<file path="config.mk">
export PLATFORM = sky130hd
export DESIGN_NAME = dram_controller
export DESIGN_NICKNAME = d
export VERILOG_FILES = /design/src/rtl/dram_controller.sv
export SDC_FILE = /design/constraint.sdc
export NUM_CORES = 1
export LEC_CHECK = 0
export CAP_MARGIN = 20
export CELL_PAD_IN_SITES_DETAIL_PLACEMENT = 0
export CELL_PAD_IN_SITES_GLOBAL_PLACEMENT = 1
export CORE_MARGIN = 2
export CORE_UTILIZATION = 40
export CTS_CLUSTER_SIZE = 12
export DETAILED_ROUTE_END_ITERATION = 16
export GPL_TIMING_DRIVEN = 0
export PLACE_DENSITY_LB_ADDON = 0.1
export SYNTH_ARGS = -nofsm -noshare
export SYNTH_HDL_FRONTEND = slang
export SYNTH_SLANG_ARGS = --single-unit
export TNS_END_PERCENT = 1
</file>
<file path="constraint.sdc">
create_clock -name CLK -period 1.75 [get_ports CLK]
set_input_delay 0.35 -clock CLK [delete_from_list [all_inputs] [get_ports CLK]]
set_output_delay 0.35 -clock CLK [all_outputs]
set_load 0.02 [all_outputs]
</file>
<file path="src/rtl/dram_controller.sv">
// dram_controller: page-less DRAM controller for a 32-bit CPU bus with CAS-before-RAS refresh.
// Every output is registered from the next state, so strobes line up with the state register.
module dram_controller #(
    parameter int REFRESH_PERIOD   = 375,
    parameter int PRECHARGE_CYCLES = 2
) (
    input  logic       CLK,
    input  logic       RST,
    input  logic       CS_DRAM_n,
    input  logic       AS_n,
    input  logic       RW,
    input  logic [1:0] SIZ,
    input  logic [1:0] A,
    output logic       RAS_n,
    output logic [3:0] CAS_n,
    output logic       WE_n,
    output logic       ADDR_SEL,
    output logic       DSACK0_n,
    output logic       DSACK1_n,
    output logic       REF_BUSY
);
    localparam int RCW = $clog2(REFRESH_PERIOD);
    localparam int CW  = $clog2(PRECHARGE_CYCLES + 2) + 1;
    localparam logic [RCW-1:0] REF_TC   = RCW'(REFRESH_PERIOD - 1);
    localparam logic [CW-1:0]  PRE_LAST = CW'(PRECHARGE_CYCLES - 1);
    localparam logic [CW-1:0]  RAS_LAST = CW'(1);

    typedef enum logic [2:0] {IDLE, ROW, COL, ACK, PRE, REF_CAS, REF_RAS, REF_HOLD} state_t;

    state_t         state_q, state_d;
    logic [RCW-1:0] rcnt_q, rcnt_d;
    logic [CW-1:0]  cnt_q, cnt_d;
    logic           pend_q, pend_d;
    logic           ras_n_q, ras_n_d;
    logic [3:0]     cas_n_q, cas_n_d;
    logic           we_n_q, we_n_d;
    logic           addr_sel_q, addr_sel_d;
    logic           dsack_n_q, dsack_n_d;
    logic           ref_busy_q, ref_busy_d;
    logic           tc;
    logic [2:0]     n, hi;
    logic [3:0]     lanes;

    always_comb begin
        tc      = rcnt_q == REF_TC;
        rcnt_d  = tc ? '0 : rcnt_q + 1'b1;
        pend_d  = pend_q | tc;
        state_d = state_q;
        n       = (SIZ == 2'b00) ? 3'd4 : {1'b0, SIZ};
        hi      = {1'b0, A} + n - 3'd1;
        lanes   = '0;
        for (int i = 0; i < 4; i++) lanes[i] = (3'(i) >= {1'b0, A}) && (3'(i) <= hi);
        // a terminal count on this very edge already outranks a new access
        case (state_q)
            IDLE:     state_d = (pend_q || tc) ? REF_CAS : (!CS_DRAM_n && !AS_n) ? ROW : IDLE;
            ROW:      state_d = AS_n ? PRE : COL;
            COL:      state_d = AS_n ? PRE : ACK;
            ACK:      state_d = AS_n ? PRE : ACK;
            PRE:      state_d = (cnt_q == PRE_LAST) ? IDLE : PRE;
            REF_CAS:  state_d = REF_RAS;
            REF_RAS:  state_d = (cnt_q == RAS_LAST) ? REF_HOLD : REF_RAS;
            REF_HOLD: begin
                if (cnt_q == PRE_LAST) begin
                    state_d = IDLE;
                    pend_d  = tc;
                end
            end
            default:  state_d = IDLE;
        endcase
        cnt_d      = (state_d != state_q) ? '0 : cnt_q + 1'b1;
        ras_n_d    = !(state_d inside {ROW, COL, ACK, REF_RAS});
        cas_n_d    = (state_d == COL) ? (RW ? 4'b0000 : ~lanes) :
                     (state_d == ACK) ? cas_n_q :
                     (state_d inside {REF_CAS, REF_RAS}) ? 4'b0000 : 4'b1111;
        we_n_d     = (state_d == COL) ? RW : (state_d == ACK) ? we_n_q : 1'b1;
        addr_sel_d = state_d inside {COL, ACK};
        dsack_n_d  = state_d != ACK;
        ref_busy_d = state_d inside {REF_CAS, REF_RAS, REF_HOLD};
    end

    always_ff @(posedge CLK) begin
        if (RST) begin
            state_q    <= IDLE;
            rcnt_q     <= '0;
            cnt_q      <= '0;
            pend_q     <= 1'b0;
            ras_n_q    <= 1'b1;
            cas_n_q    <= 4'b1111;
            we_n_q     <= 1'b1;
            addr_sel_q <= 1'b0;
            dsack_n_q  <= 1'b1;
            ref_busy_q <= 1'b0;
        end else begin
            state_q    <= state_d;
            rcnt_q     <= rcnt_d;
            cnt_q      <= cnt_d;
            pend_q     <= pend_d;
            ras_n_q    <= ras_n_d;
            cas_n_q    <= cas_n_d;
            we_n_q     <= we_n_d;
            addr_sel_q <= addr_sel_d;
            dsack_n_q  <= dsack_n_d;
            ref_busy_q <= ref_busy_d;
        end
    end

    assign RAS_n    = ras_n_q;
    assign CAS_n    = cas_n_q;
    assign WE_n     = we_n_q;
    assign ADDR_SEL = addr_sel_q;
    assign DSACK0_n = dsack_n_q;
    assign DSACK1_n = dsack_n_q;
    assign REF_BUSY = ref_busy_q;
endmodule

</file>
# After elaboration in Yosys (flattened, before gate mapping)
# Index checks and enable logic that the tools add are counted.
classes:
  n_eq_ne: 18
  order_cmp: 7
  n_addsub: 4
  n_reduce_logical: 17
  mux: 17
  bitwise: 2
ops:
  columns: ["operator", "n"]
  rows:
  - ["equality test 3 bit (second input constant)", 7]
  - ["case mux 3 bit (7 select lines)", 1]
  - ["two-way mux 3 bit", 6]
  - ["two-way mux 4 bit", 4]
  - ["equality test 3 x 2 -> 1 bit (second input constant)", 4]
  - ["adder 9 x 1 -> 9 bit (second input constant)", 1]
  - ["equality test 3 x 1 -> 1 bit (second input constant)", 3]
  - ["equality test 9 bit (second input constant)", 1]
  - ["<= comparator 1 x 3 -> 1 bit (first input constant)", 2]
  - ["<= comparator 2 x 3 -> 1 bit (first input constant)", 2]
  - ["two-way mux 1 bit", 6]
  - ["OR reduction 2 bit", 3]
  - [">= comparator 1 x 2 -> 1 bit (first input constant)", 2]
  - ["logical AND 1 bit", 4]
  - ["NOT 4 bit", 1]
  - ["nonzero test 2 bit", 2]
  - ["nonzero test 4 bit", 1]
  - ["adder 2 x 3 -> 3 bit", 1]
  - ["adder 3 x 1 -> 3 bit (second input constant)", 1]
  - ["zero test 1 bit", 3]
  - ["zero test 3 bit", 1]
  - ["inequality test 3 x 2 -> 1 bit (second input constant)", 1]
  - ["inequality test 3 bit", 1]
  - ["nonzero test 3 bit", 1]
  - ["other kinds (6)", 6]
word_totals:
  register_bits: 25
  elab_cells: 75
  inputBits: 9
  out_inout_bits: 10

# Longest topological paths before layout
depth:
  word_depth: 10
  mapped_depth: 9
  mapped_depth_nobuf: 9

# Worst setup path before layout
# OpenSTA, ideal clock, no wires.
synth_path:
  kind: "input to register"
  start: "input port A[1]"
  end: "register cas_n_q[1] (netlist: CAS_n[1])"
  setup_time_ps: 70
  setup_slack_ps: 131
  t_required_ps: 1680
  path_buffers: 0
  arrival_ps: 1550
  stages: 9
  cell_sequence: "inv_1 > ha_1 > inv_1 > ha_1 > xor2_1 > xnor2_1 > a31o_2 > nand2_1 > a21oi_1"
synth_between:
  elab_chain_cells: 7
  word_cells_on_any_way: 8
  classes_between: "add/sub (2); order compare (2); mux (2); bitwise (1); reduce/logical (1)"
synth_rtl:
  columns: ["element", "line", "source"]
  rows:
  - ["start: declaration", "13", "input logic [1:0] A,"]
  - ["adder 2 x 3 -> 3 bit", "50", "hi = {1'b0, A} + n - 3'd1;"]
  - ["subtractor 3 x 1 -> 3 bit", "50", null]
  - ["<= comparator 1 x 3 -> 1 bit", "52", "for (int i = 0; i < 4; i++) lanes[i] = (3'(i) >= {1'b0, A}) && (3'(i) <= hi);"]
  - ["logical AND 1 bit (*)", "52", null]
  - ["NOT 4 bit (*)", "72", "cas_n_d = (state_d == COL) ? (RW ? 4'b0000 : ~lanes) :"]
  - ["two-way mux 4 bit (*) (2 in series)", "72", null]
  - ["end signal: assignment", "99", "cas_n_q <= cas_n_d;"]
  - ["end: declaration", "35", "logic [3:0] cas_n_q, cas_n_d;"]
# Mark *: on every way between the ends. The rest lies on a longest branch, timed or not.
# A chain may end at the register's enable or synchronous reset.

# Worst setup path after layout
layout_path:
  start: "register dsack_n_q (netlist: DSACK0_n)"
  end: "output port DSACK1_n"
layout_lines:
  columns: ["element", "line", "source"]
  rows:
  - ["start: declaration", "38", "logic dsack_n_q, dsack_n_d;"]
  - ["start signal: assignment", "102", "dsack_n_q <= dsack_n_d;"]
  - ["end: declaration", "19", "output logic DSACK1_n,"]
# No word-level cell between the ends.

==> flow_metrics.env <==
export IMPL_drt_iter0_drc=18
export IMPL_p_comb_share_pct=18.1
export IMPL_p_int_mw=0.764
export IMPL_whs_ns=0.470
export IMPL_syn_area_mm2=0.00127
export IMPL_track_usage_pct=15.0
export IMPL_pre_cts_ws_ns=-0.572
export IMPL_ir_worst_vdd_uv=300
export IMPL_synth_warnings=0
export IMPL_gp_congestion=0.792
export IMPL_clkTransAtPathRegs_ns=0.14
export IMPL_synth_simple_area_share_pct=23.1
export IMPL_crit_arrival_ns=1.34
export IMPL_ys_ff_latch=25
export IMPL_rows=20
export IMPL_pwr_density_cell_mw_per_mm2=670
export IMPL_cp_num_buf_inv=2
export IMPL_postRouteAntennaNets=0
export IMPL_synthTopCellsByCount="dfxtp_1 (25), nor2_1 (18), a21oi_1 (10), inv_1 (9), ha_1 (7)"
export IMPL_clockRootBuffer="clkbuf_4"
export IMPL_clock_latency_ns=0.32
export IMPL_port_buffers=18
export IMPL_synth_top_flop_cell="dfxtp_1"
export IMPL_postCtsHoldBufs=0
export IMPL_vias_per_cell=5.02
export IMPL_synth_compound_area_share_pct=17.0
export IMPL_dp_hpwl_um=1830
export IMPL_areaGrowthSynthToFinish_pct=23.8
export IMPL_swShare_pct=27.5
export IMPL_synthCells=140
export IMPL_yosysMostFrequentCell="dfxtp_1"
export IMPL_yosysTopAreaCellShare_pct=39.4
export IMPL_drc=0
export IMPL_cap_violations=0
export IMPL_avgRoutedWirePerCell_um=11.8
export IMPL_vias=1040
export IMPL_crit_chain="buf_4, clkdlybuf4s50_1"
export IMPL_grt_pass1_wl_um=4150
export IMPL_stdcell_count=207
export IMPL_multi_input_area_um2=718
export IMPL_fin_skew_ns=0.0133
export IMPL_post_route_util_pct=51.9
export IMPL_clock_path_buffers=2
export IMPL_synth_edf_count=0
export IMPL_synth_area_leader_cell="dfxtp_1"
export IMPL_syn_avg_cell_area_um2=9.06
export IMPL_cts_tree="yes"
export IMPL_reg2reg_depth=6
export IMPL_grt_ovfl_total=0
export IMPL_worstSetupPathType="flip-flop to output port"
export IMPL_cts_buffers=3
export IMPL_power_frac_seq_pct=57.2
export IMPL_synthArstFlopShare_pct=0
export IMPL_io_pins=19
export IMPL_max_stage_delay_ns=0.58
export IMPL_status="finished clean"
export IMPL_grt_pass1_vias=973
export IMPL_die_w_um=60.3
export IMPL_antenna_found_initial=0
export IMPL_syn_num_nets=156
export IMPL_dp_cells=202
export IMPL_fin_crit_ns=1.69
export IMPL_rsz0062_at_grt="true"
export IMPL_yosysUniqueCellTypes=44
export IMPL_seq_area_frac_synth_pct=39.4
export IMPL_yosys_area_share_adder_pct=6.90
export IMPL_grt_max_degree=15
export IMPL_hold_viol_final=0
export IMPL_postLayoutSetupSlackWorst_ns=0.0600
export IMPL_finalPower_mw=1.05
export IMPL_start_kind="flip-flop"
export IMPL_clock_sinks=25
export IMPL_hp_class="flip-flop to flip-flop"
export IMPL_crit_path_max_fanout=2
export IMPL_die_h_um=60.3
export IMPL_max_freq_mhz=592
export IMPL_synthMuxAreaShare_pct=0
export IMPL_p_sw_mw=0.289
export IMPL_ys_top_cells_by_area="dfxtp_1 (39%), ha_1 (6.9%), nor2_1 (5.3%)"
export IMPL_fin_tns_setup_ns=0
export IMPL_period_share_pct=96.6
export IMPL_htree_levels=1
export IMPL_worst_pin_slew_ns=0.471
export IMPL_synth_top_family_by_area="simple AND/OR/NAND/NOR gates"
export IMPL_clkPwrFrac_pct=24.7
export IMPL_firstDrtPassIters=4
export IMPL_die_area_mm2=0.00364
export IMPL_cp_num_cells=2
export IMPL_nFillCells=298
export IMPL_critPathSlowestCell="clkdlybuf4s50_1"
export IMPL_whs_path_depth=1
export IMPL_slew_headroom_pct=68.6
export IMPL_diodes=0
export IMPL_cp_required_ns=1.40
export IMPL_wl_um=2450
export IMPL_cp_top_family="buffers and inverters"
export IMPL_nets=180
export IMPL_fin_area_mm2=0.00157
export IMPL_start_util_pct=41.9
export IMPL_register_area_um2=500
export IMPL_core_area_mm2=0.00303
export IMPL_drive_gt1_share_pct=17.8
export IMPL_end_kind="output port"
export IMPL_leakage_nw=0.608
export IMPL_synthXorXnorAreaFrac_pct=6.90
export IMPL_maxSlewViolCount=0
export IMPL_dpl_cell_area_mm2=0.00150
export IMPL_final_setup_viol_count=0
-- cells by family after synthesis --
logic type | count (synthesis)
and+or+nand+nor | 52
buffers and inverters | 17
adders and majority gates | 7
xor gates and xnor gates | 10
DFF | 25
AOI/OAI and AO/OA | 29
-- path summary, 6_finish.rpt --
path,start,endpoint,slack [ns]
hold / removal,cnt_q[0],cnt_q[0],0.47
setup reg to reg,cnt_q[0],CAS_n[0],0.15
setup / recovery,DSACK0_n,DSACK1_n,0.06
hold reg to reg,cnt_q[0],cnt_q[0],0.47
-- cell usage in the layout, fill, tap and decap left out, drive strengths merged, types with 2 or more instances in the layout --
cell / count
nand4b: 3
buf: 6
and3: 2
a31oi: 3
clkbuf: 4
clkdlybuf4s50: 15
xnor2: 5
xor2: 5
inv: 11
ha: 7
dfxtp: 25
or2: 2
nand4: 2
nor2: 21
a21oi: 10
dlygate4sd2: 3
o211ai: 2
nor3: 3
nand3: 5
o21ai: 5
or3: 5
nand2: 6
-- power by group through the flow --
| stage | logic (mW) | clock network (mW) | registers [mW] |
|---|---|---|---|
| final | 0.191 | 0.260 | 0.602 |
| after CTS | 0.178 | 0.276 | 0.602 |
| after detailed placement | 0.179 | 0 | 0.614 |
| after floorplan | 0.119 | 0 | 0.617 |
| after global placement | 0.176 | 0 | 0.613 |
| after global routing | 0.211 | 0.292 | 0.605 |
-- cell type report --
type	count	share of cell area [%]
well taps	44	3.51
flip-flops and latches	25	31.9
multi-input cells	98	45.7
clock buffers	3	1.43
repair buffers	19	11.7
clock inverters	1	0.319
inverters	11	2.63
plain buffers	6	2.79
-- what timing repair did --
action	4_1_cts	5_1_grt
setup buffers	0	1
endpoints found under the setup margin	3	6
pin swaps	5	1
resized for setup	3	5
-- sequential cells by signal (all words and copies together) (netlist names) --
signal,count
ADDR_SEL,1
CAS_n,4
DSACK0_n,1
RAS_n,1
REF_BUSY,1
WE_n,1
cnt_q,3
pend_q,1
rcnt_q,9
state_q,3
-- worst reg2reg max path: stages, from the launching register on --
cell and delay (ns):
dfxtp_1 0.39, ha_1 0.15, nor2b_4 0.23, nand4_4 0.19, a31oi_4 0.28, o21ai_2 0.09, a211oi_2 0.20
-- layer usage --
layer	routed length (um)	vias up	GRT usage, %
li1	-	530	-
met1	1210	486	18.9
met2	1120	20	25.5
met3	90	4	2.60
met4	27	0	5.71
met5	0	-	0
Power figures use the tool's default switching activity.
